<file path="config.mk">
export PLATFORM = sky130hd
export DESIGN_NAME = johnson_phase_tracker
export DESIGN_NICKNAME = d
export VERILOG_FILES = /design/src/rtl/johnson_pkg.sv /design/src/rtl/johnson_decode.sv /design/src/rtl/johnson_phase_tracker.sv
export SDC_FILE = /design/constraint.sdc
export NUM_CORES = 1
export LEC_CHECK = 0
export ABC_AREA = 1
export BUFFER_PORTS_ARGS = -buffer_cell sky130_fd_sc_hd__buf_2
export CELL_PAD_IN_SITES_DETAIL_PLACEMENT = 2
export CELL_PAD_IN_SITES_GLOBAL_PLACEMENT = 2
export CORE_MARGIN = 2
export CORE_UTILIZATION = 29
export DETAILED_ROUTE_END_ITERATION = 16
export PLACE_DENSITY_LB_ADDON = 0.12
export SYNTH_ARGS = -nofsm -noshare
export SYNTH_HDL_FRONTEND = slang
export SYNTH_SLANG_ARGS = --single-unit
export TNS_END_PERCENT = 1
</file>
<file path="constraint.sdc">
create_clock -name i_clk -period 4.1 [get_ports i_clk]
set_clock_uncertainty 0.1 [all_clocks]
set_input_delay 0.205 -clock i_clk [delete_from_list [all_inputs] [get_ports i_clk]]
set_output_delay 0.205 -clock i_clk [all_outputs]
set_load 0.02 [all_outputs]
</file>
<file path="src/rtl/johnson_pkg.sv">
// Shared types and helpers for the Johnson phase tracker.
// Latency: none (types and pure functions only).
// Backpressure: not applicable.
package johnson_pkg;

   typedef enum logic [1:0] {
      ST_IDLE = 2'd0,
      ST_ACQ  = 2'd1,
      ST_LOCK = 2'd2,
      ST_ERR  = 2'd3
   } jpt_state_e;

   // Functions take a wide vector plus the active width so any WIDTH up to 32 works.
   localparam int JC_MAX_W = 32;

   // Legal Johnson code: at most one transition between adjacent bits.
   function automatic logic jc_legal(input logic [JC_MAX_W-1:0] s, input int n);
      int trans;
      trans = 0;
      for (int i = 0; i < JC_MAX_W - 1; i++) begin
         if ((i < n - 1) && (s[i] != s[i+1])) trans++;
      end
      return (trans <= 1);
   endfunction

   // Phase index: the count of ones while filling from bit 0, mirrored while draining.
   function automatic int jc_decode(input logic [JC_MAX_W-1:0] s, input int n);
      int p;
      p = 0;
      for (int i = 0; i < JC_MAX_W; i++) begin
         if ((i < n) && s[i]) p++;
      end
      if (s[0] || (p == 0)) return p;
      return 2 * n - p;
   endfunction

   // Expected next phase, wrapping from 2N-1 back to 0.
   function automatic int jc_succ(input int phase, input int n);
      return (phase + 1) % (2 * n);
   endfunction

endpackage

</file>
<file path="src/rtl/johnson_decode.sv">
// Decodes a Johnson counter state into a legality flag and a binary phase index.
// Latency: purely combinational.
// Backpressure: none; the outputs follow the input continuously.
module johnson_decode
   import johnson_pkg::*;
#(
   parameter  int WIDTH = 4,
   localparam int PH_W  = $clog2(2 * WIDTH)
) (
   input  logic [WIDTH-1:0] i_jc_state,
   output logic             o_legal,
   output logic [PH_W-1:0]  o_phase
);

   logic [JC_MAX_W-1:0] s_ext;

   assign s_ext = JC_MAX_W'(i_jc_state);

   // Pure decode; the phase value is meaningless when the code is illegal.
   always_comb begin
      o_legal = jc_legal(s_ext, WIDTH);
      o_phase = PH_W'(jc_decode(s_ext, WIDTH));
   end

endmodule

</file>
<file path="src/rtl/johnson_phase_tracker.sv">
// Tracks Johnson counter phase, declares lock after LOCK_CNT successor steps, counts hits.
// Latency: one cycle; every output is registered from the sample at the previous edge.
// Backpressure: none; a sample is taken every cycle. Optional hit map: JPT_MATCH_MAP_EN.
module johnson_phase_tracker
   import johnson_pkg::*;
#(
   parameter  int WIDTH    = 4,
   parameter  int LOCK_CNT = 4,
   parameter  int CNT_W    = 8,
   localparam int PH_W     = $clog2(2 * WIDTH)
) (
   input  logic               i_clk,
   input  logic               i_rst,
   input  logic [WIDTH-1:0]   i_jc_state,
   input  logic               i_match,
   input  logic               i_clr,
   output logic [PH_W-1:0]    o_phase,
   output logic               o_locked,
   output logic               o_step_err,
   output logic               o_code_err,
   output logic [CNT_W-1:0]   o_match_cnt,
   output logic [2*WIDTH-1:0] o_match_map
);

   localparam int STEP_W = $clog2(LOCK_CNT + 1);

   jpt_state_e        state_q, state_d;
   logic [STEP_W-1:0] step_q, step_d;
   logic [PH_W-1:0]   phase_q, phase_d;
   logic              step_err_q, step_err_d;
   logic              code_err_q, code_err_d;
   logic [CNT_W-1:0]  cnt_q, cnt_d;

   logic              dec_legal;
   logic [PH_W-1:0]   dec_phase;
   logic              is_hold;
   logic              is_succ;
   logic              match_hit;

   johnson_decode #(.WIDTH(WIDTH)) u_decode (
      .i_jc_state (i_jc_state),
      .o_legal    (dec_legal),
      .o_phase    (dec_phase)
   );

   assign is_hold   = (dec_phase == phase_q);
   assign is_succ   = (dec_phase == PH_W'(jc_succ(int'(phase_q), WIDTH)));
   // A hit counts only when the tracker was locked before this edge and no clear is pending.
   assign match_hit = (state_q == ST_LOCK) && i_match && !i_clr;

   // Next-state logic: clear wins over everything, ERR ignores the sample stream.
   always_comb begin
      state_d    = state_q;
      step_d     = step_q;
      phase_d    = phase_q;
      step_err_d = 1'b0;
      code_err_d = code_err_q;
      cnt_d      = cnt_q;
      if (i_clr) begin
         state_d    = ST_IDLE;
         step_d     = '0;
         code_err_d = 1'b0;
         cnt_d      = '0;
      end else begin
         if (match_hit && (cnt_q != {CNT_W{1'b1}})) cnt_d = cnt_q + CNT_W'(1);
         if ((state_q != ST_ERR) && !dec_legal) begin
            code_err_d = 1'b1;
            state_d    = ST_ERR;
         end else begin
            case (state_q)
               ST_IDLE: begin
                  phase_d = dec_phase;
                  step_d  = '0;
                  state_d = ST_ACQ;
               end
               ST_ACQ: begin
                  if (is_hold) begin
                     state_d = ST_ACQ;
                  end else if (is_succ) begin
                     phase_d = dec_phase;
                     step_d  = step_q + STEP_W'(1);
                     if (int'(step_q) + 1 >= LOCK_CNT) state_d = ST_LOCK;
                  end else begin
                     phase_d    = dec_phase;
                     step_d     = '0;
                     step_err_d = 1'b1;
                  end
               end
               ST_LOCK: begin
                  if (is_succ) begin
                     phase_d = dec_phase;
                  end else if (!is_hold) begin
                     phase_d    = dec_phase;
                     step_d     = '0;
                     step_err_d = 1'b1;
                     state_d    = ST_ACQ;
                  end
               end
               default: state_d = ST_ERR;
            endcase
         end
      end
   end

   // State and output registers.
   always_ff @(posedge i_clk or posedge i_rst) begin
      if (i_rst) begin
         state_q    <= ST_IDLE;
         step_q     <= '0;
         phase_q    <= '0;
         step_err_q <= 1'b0;
         code_err_q <= 1'b0;
         cnt_q      <= '0;
      end else begin
         state_q    <= state_d;
         step_q     <= step_d;
         phase_q    <= phase_d;
         step_err_q <= step_err_d;
         code_err_q <= code_err_d;
         cnt_q      <= cnt_d;
      end
   end

`ifdef JPT_MATCH_MAP_EN
   logic [2*WIDTH-1:0] map_q, map_d;

   // Record which phases saw a counted hit; bits stay set until clear.
   always_comb begin
      map_d = map_q;
      if (i_clr) map_d = '0;
      else if (match_hit && dec_legal) map_d[dec_phase] = 1'b1;
   end

   // Hit map register.
   always_ff @(posedge i_clk or posedge i_rst) begin
      if (i_rst) map_q <= '0;
      else       map_q <= map_d;
   end

   assign o_match_map = map_q;
`else
   assign o_match_map = '0;
`endif

   assign o_phase     = phase_q;
   assign o_locked    = (state_q == ST_LOCK);
   assign o_step_err  = step_err_q;
   assign o_code_err  = code_err_q;
   assign o_match_cnt = cnt_q;

endmodule
</file>
# Yosys cells after proc, flatten, opt, wreduce, memory -nomap -nowiden

Cells that the tools add are included.

Flip-flop bits (word level): 18
Output and inout port bits: 22
Word-level logic and storage cells: 92

Add/sub/neg operators: 10
$lt $le $gt $ge: 2
Eq/ne operators: 17
Mux-type cells: 39
Bitwise logic cells: 2
Reduce and logical (&&, ||, !) cells: 16

Operators with widths:

| kind                                                 | number |
|---|---|
| adder 32 x 2 -> 32 bit, second input constant        | 5 |
| two-way mux 32 bit                                   | 5 |
| <= comparator 32 x 2 -> 1 bit, second input constant | 1 |
| logical NOT 32 bit                                   | 1 |
| two-way mux 3 bit                                    | 10 |
| case mux 3 bit (3 select lines)                      | 2 |
| two-way mux 8 bit                                    | 2 |
| two-way mux 2 bit                                    | 7 |
| two-way mux 1 bit                                    | 11 |
| != test 5 bit, second input constant                 | 2 |
| != test 3 bit, second input constant                 | 3 |
| adder 8 x 1 -> 8 bit, second input constant          | 1 |
| != test 4 x 3 -> 1 bit, second input constant        | 2 |
| != test 8 bit, second input constant                 | 1 |
| adder 3 x 1 -> 3 bit, second input constant          | 2 |
| == test 3 bit                                        | 2 |
| case mux 2 bit (3 select lines)                      | 1 |
| AND reduction 5 bit                                  | 1 |
| adder 3 x 1 -> 4 bit, second input constant          | 1 |
| >= comparator 4 x 3 -> 1 bit, second input constant  | 1 |
| logical AND 1 bit                                    | 4 |
| != test 2 bit, second input constant                 | 2 |
| AND reduction 4 bit                                  | 1 |
| nonzero test 2 bit                                   | 2 |
| 12 further kinds                                     | 16 |

# Depth between registers and ports, before layout

Word-level depth: 17
Gate-level depth with buffers: 23
Depth with buffers taken out: 23

# Modules after synthesis

Synthesis repeated with hierarchy kept, for this count alone.

Cells, all modules: 211
Area, all modules: 1575.3 µm²

By module, submodules not included:

| module                | instances | cells each | area each (µm²) | seq. area each (µm²) |
|---|---|---|---|---|
| johnson_phase_tracker | 1         | 172        | 1342.5          | 450.4 |
| johnson_decode        | 1         | 39         | 232.7           | 0.0 |

# Worst setup path before layout

OpenSTA, ideal clock, no wires.

Kind: in2reg
Start: input port i_jc_state[0]
End: register state_q[0]
Setup time: 0.117 ns
Data arrival time: 2.472 ns
Path slack: 1.411 ns
Stages: 23
Path buffers: 1
Cells stage by stage: inv_1 > ha_1 > buf_2 > xor2_1 > ha_1 > inv_1 > nand2_1 > o21ai_1 > ha_1 > nor2_1 > inv_1 > nand2_1 > nand2_1 > nand2_1 > nand2_1 > nor2_2 > nand2_2 > nand2_1 > nand3_1 > nand2_2 > nand2_2 > nand2_1 > nand2_1

Cells in the longest elaborated chain, start to end: 16
Elaborated cells between the ends (all ways): 33
Classes of those cells: add/sub: 6; order compare: 1; eq/ne: 7; mux: 14; reduce/logical: 5

RTL lines:

| element                                                       | line                         | text |
|---|---|---|
| from (decl)                                                   | johnson_phase_tracker.sv:14  | `input logic [WIDTH-1:0] i_jc_state,` |
| two-way mux 1 bit                                             | johnson_pkg.sv:31            | `if ((i < n) && s[i]) p++;` |
| adder 32 x 2 -> 32 bit                                        | johnson_pkg.sv:31            |  |
| two-way mux 32 bit                                            | johnson_pkg.sv:31            |  |
| adder 32 x 2 -> 32 bit                                        | johnson_pkg.sv:31            |  |
| two-way mux 32 bit                                            | johnson_pkg.sv:31            |  |
| adder 32 x 2 -> 32 bit                                        | johnson_pkg.sv:31            |  |
| two-way mux 32 bit                                            | johnson_pkg.sv:31            |  |
| logical NOT 32 bit                                            | johnson_pkg.sv:33            | `if (s[0] \|\| (p == 0)) return p;` |
| logical OR 1 bit                                              | johnson_pkg.sv:33            |  |
| two-way mux 3 bit / two-way mux 1 bit (equally long branches) | johnson_pkg.sv:33            |  |
| two-way mux 3 bit                                             | johnson_pkg.sv:34            | `return 2 * n - p;` |
| == test 3 bit                                                 | johnson_phase_tracker.sv:46  | `assign is_hold = (dec_phase == phase_q);` |
| two-way mux 2 bit                                             | johnson_phase_tracker.sv:77  | `if (is_hold) begin` |
| case mux 2 bit (3 select lines)                               | johnson_phase_tracker.sv:70  | `case (state_q)` |
| two-way mux 2 bit                                             | johnson_phase_tracker.sv:66  | `if ((state_q != ST_ERR) && !dec_legal) begin` |
| two-way mux 2 bit                                             | johnson_phase_tracker.sv:59  | `if (i_clr) begin` |
| to (signal assigned)                                          | johnson_phase_tracker.sv:115 | `state_q <= state_d;` |
| to (decl)                                                     | johnson_phase_tracker.sv:27  | `jpt_state_e state_q, state_d;` |

Several ways; a longest one is shown, not always the timed one.
A chain may end at the register's enable or synchronous reset.

# Worst setup path after layout

Start: input port i_jc_state[0]
End: register step_q[2]

Cells in the longest elaborated chain, start to end: 17
Elaborated cells between the ends (all ways): 34
Classes of those cells: add/sub: 6; order compare: 1; eq/ne: 7; mux: 15; reduce/logical: 5

RTL lines:

| element                                                       | line                         | text |
|---|---|---|
| two-way mux 1 bit                                             | johnson_pkg.sv:31            |  |
| adder 32 x 2 -> 32 bit                                        | johnson_pkg.sv:31            |  |
| two-way mux 32 bit                                            | johnson_pkg.sv:31            |  |
| adder 32 x 2 -> 32 bit                                        | johnson_pkg.sv:31            |  |
| two-way mux 32 bit                                            | johnson_pkg.sv:31            |  |
| adder 32 x 2 -> 32 bit                                        | johnson_pkg.sv:31            |  |
| two-way mux 32 bit                                            | johnson_pkg.sv:31            |  |
| logical NOT 32 bit                                            | johnson_pkg.sv:33            |  |
| logical OR 1 bit                                              | johnson_pkg.sv:33            |  |
| two-way mux 3 bit / two-way mux 1 bit (equally long branches) | johnson_pkg.sv:33            |  |
| two-way mux 3 bit                                             | johnson_pkg.sv:34            |  |
| == test 3 bit                                                 | johnson_phase_tracker.sv:47  | `assign is_succ = (dec_phase == PH_W'(jc_succ(int'(phase_q), WIDTH)));` |
| two-way mux 3 bit                                             | johnson_phase_tracker.sv:79  | `end else if (is_succ) begin` |
| two-way mux 3 bit                                             | johnson_phase_tracker.sv:77  |  |
| case mux 3 bit (3 select lines)                               | johnson_phase_tracker.sv:70  |  |
| two-way mux 3 bit                                             | johnson_phase_tracker.sv:66  |  |
| two-way mux 3 bit                                             | johnson_phase_tracker.sv:59  |  |
| to (signal assigned)                                          | johnson_phase_tracker.sv:116 | `step_q <= step_d;` |
| to (decl)                                                     | johnson_phase_tracker.sv:28  | `logic [STEP_W-1:0] step_q, step_d;` |

Several ways; a longest one is shown, not always the timed one. The select of a mux whose other input is x is not followed.

==> results.py <==
metrics = {
    "sta": {
        "fin_crit_ns": 2.92,
        "timing.final.crit_share_pct": 71.2,
        "drv_slew": 0,
        "layout_setup_ws_ns": 1.18,
        "fin_setup_tns_ns": 0,
        "fmax_mhz": 343,
        "slew_headroom_pct": 50.9,
        "finalHoldViolations": 0,
        "rsz0062_at_grt": "no",
        "report.final.setup_viol": 0,
        "tightestPinTransition_ns": 0.735,
    },
    "logic_synthesis": {
        "synth_common_cells": "47 x nand2_1, 28 x inv_1, 22 x nand3_1, 18 x dfrtp_1",
        "synth-xor-area-share_pct": 5.53,
        "yosysUniqueCellTypes": 28,
        "yosysMostFrequentCell": "nand2_1",
        "syn_area_um2": 1490,
        "synth-main-ff-cell": "dfrtp_1",
        "ys_seq_area_share_pct": 30.2,
        "yosys_warnings": 0,
        "avgSynthCellArea_um2": 7.18,
        "yosys_register_bits": 18,
        "syn_inst": 208,
        "yosysTopAreaCell": "dfrtp_1",
        "synth.mux.area_fraction_pct": 0,
        "synth_adder_area_share_pct": 11.7,
        "synth-simple-area-share_pct": 30.5,
        "synth_compound_area_share_pct": 8.96,
        "synth_top_family_by_area": "simple AND/OR/NAND/NOR gates",
        "async_reset_ff_share_pct": 100,
        "synth_top_area_share_pct": 30.2,
        "synth_edf_count": 0,
        "synth_area_leaders": "dfrtp_1 30%, nand2_1 12%, ha_1 12%",
    },
    "final_layout": {
        "diodes": 0,
        "fin_nets": 254,
        "layout-drive-gt1-share_pct": 16.0,
        "area_growth_pct": 13.9,
    },
    "cts": {
        "insertion_delay_ns": 0.26,
        "tritoncts_num_sinks": 18,
        "clockBufferDepth": 2,
        "h-tree-depth": 1,
        "post-cts-setup-buffer-count": 0,
        "ctsResizeCount": 0,
        "clock-root-buffer": "clkbuf_8",
        "cts_tree": "done",
        "path_clk_slew_ns": 0.07,
        "cts-buffers-inserted": 3,
        "postCtsHoldBufs": 1,
    },
    "place": {
        "io_buffers": 21,
        "gpl.final_weighted_congestion": 0.792,
        "dp_slack_ns": 0.888,
        "hpwl_mm": 3.41,
    },
    "critical_path": {
        "crit_path_end_kind": "flop",
        "cp.required_ns": 4.18,
        "crit_fanout": 6,
        "arrival_ns": 3.00,
        "crit_type": "input pin to flop",
        "critPathLaunchType": "input pin",
    },
    "flow_run": {
        "drv_cap": 0,
    },
    "die": {
        "die_x_um": 75.8,
        "initial_core_util_pct": 29.6,
        "die-area_um2": 5740,
        "coreArea_um2": 5040,
        "num_io_pins": 30,
        "dieHeight_um": 75.8,
        "rows": 26,
    },
    "global_route": {
        "grt_pass1_wl_mm": 7.09,
        "grt_max_degree": 19,
        "grt_pass1_vias": 1530,
        "antenna_found_initial": 0,
        "grt_remaining_overflow": 0,
        "grt_util_all_layers_pct": 16.0,
    },
    "min_path": {
        "hold_class": "input pin to flop",
    },
    "detailed_routing": {
        "vias_per_cell": 4.63,
        "dr.first_iter.drc_count": 40,
        "totalWireLength_mm": 4.08,
        "firstDrtPassIters": 3,
        "postRouteAntennaNets": 0,
        "wl_per_cell_um": 13.5,
        "drcViolationCount": 0,
        "vias": 1393,
    },
    "pwr": {
        "total_power_w": 0.000835,
        "peakVddDrop_v": 0.000203,
        "power.density_nw_per_um2": 490,
        "total_leakage_power_nw": 0.930,
    },
    "status": {
        "status": "completed",
    },
}
[layer usage]
layer	global-route usage [%]	vias to the layer above	share of wire, %
met5	0	-	0
met4	5.07	0	1.0
met3	3.17	6	2.5
met2	26.9	17	50
met1	20.4	674	47
li1	-	696	-
[placed cells by master, fill, tap and decap left out, drive strengths merged]
master       synthesis  layout
a21oi                8       8
buf                 10      21
clkbuf               0       4
clkinv               2       2
conb                 1       8
dfrtp               18      18
dlygate4sd3          0       1
ha                  14      14
inv                 29      29
nand2               53      53
nand3               24      24
nand4                2       2
nor2                16      16
nor3                 4       4
nor3b                1       1
nor4                 1       1
o21a                 1       1
o21ai               16      16
o22ai                1       1
xnor2                3       3
xnor3                1       1
xor2                 3       3
[worst max-delay path, cell delays in order]
cell and delay, ns:
buf_2 0.12, inv_1 0.09, ha_1 0.42, xor2_1 0.20, ha_1 0.30, inv_1 0.04
nand2_1 0.05, o21ai_1 0.08, ha_1 0.21, nor2_1 0.16, inv_1 0.06, nand2_1 0.10
nand2_1 0.10, nand2_1 0.07, nand2_1 0.07, nor2_2 0.15, nand3_1 0.14, nand2_1 0.09
nand2_1 0.07, nand2_2 0.12, nand2_1 0.07, o21ai_1 0.08
[cell type report]
| cell class | instances | area [um^2] |
|---|---|---|
| timing repair buffer | 22 | 115 |
| tap | 70 | 87.6 |
| inverter | 31 | 116 |
| sequential | 18 | 450 |
| fill | 629 | 3340 |
| clock buffer | 4 | 55.1 |
| multi-input combinational | 156 | 877 |
[registers in the layout (all words and copies together) (netlist names)]
| name | flops |
|---|---|
| o_step_err | 1 |
| state_q | 2 |
| o_code_err | 1 |
| o_phase | 3 |
| step_q | 3 |
| o_match_cnt | 8 |
[kinds of logic after synthesis]
group                    after synthesis
XOR/XNOR                               7
buffers and inverters                 41
AND/OR/NAND/NOR                      101
flip-flops                            18
AO/OA/AOI/OAI                         26
other                                  1
adder cells (fa/ha/maj)               14
[through the flow]
step | cell area [um^2] | hold slack, ns | util (%) | instances
after floorplan | 1520 | 0.0436 | - | 215
after global placement | 1640 | 0.260 | 32.5 | 296
after detailed placement | 1640 | 0.272 | 32.5 | 296
after CTS | 1700 | 0.0839 | 33.7 | 301
after global routing | 1700 | 0.113 | 33.7 | 301
final | 1700 | 0.0877 | 33.7 | 301
[worst paths after layout]
kind / from / to / slack, ns / cells past startpoint
setup reg to reg: state_q[0] / o_match_cnt[7] / 1.59 / 9
max in group asynchronous: i_rst / state_q[1] / 2.92 / 3
hold / removal: i_clr / o_code_err / 0.09 / 2
hold reg to reg: o_code_err / o_code_err / 0.40 / 2
setup / recovery: i_jc_state[0] / step_q[2] / 1.18 / 22
min in group asynchronous: i_rst / o_match_cnt[3] / 0.51 / 3
[where the power goes]
group | total (W) | switching (W) | internal [W]
sequential | 0.000240 | 0.0000331 | 0.000207
combinational | 0.000446 | 0.000292 | 0.000154
clock | 0.000149 | 0.0000637 | 0.0000854
total | 0.000835 | 0.000388 | 0.000446
Note: power is estimated with default switching activity, not from simulation.
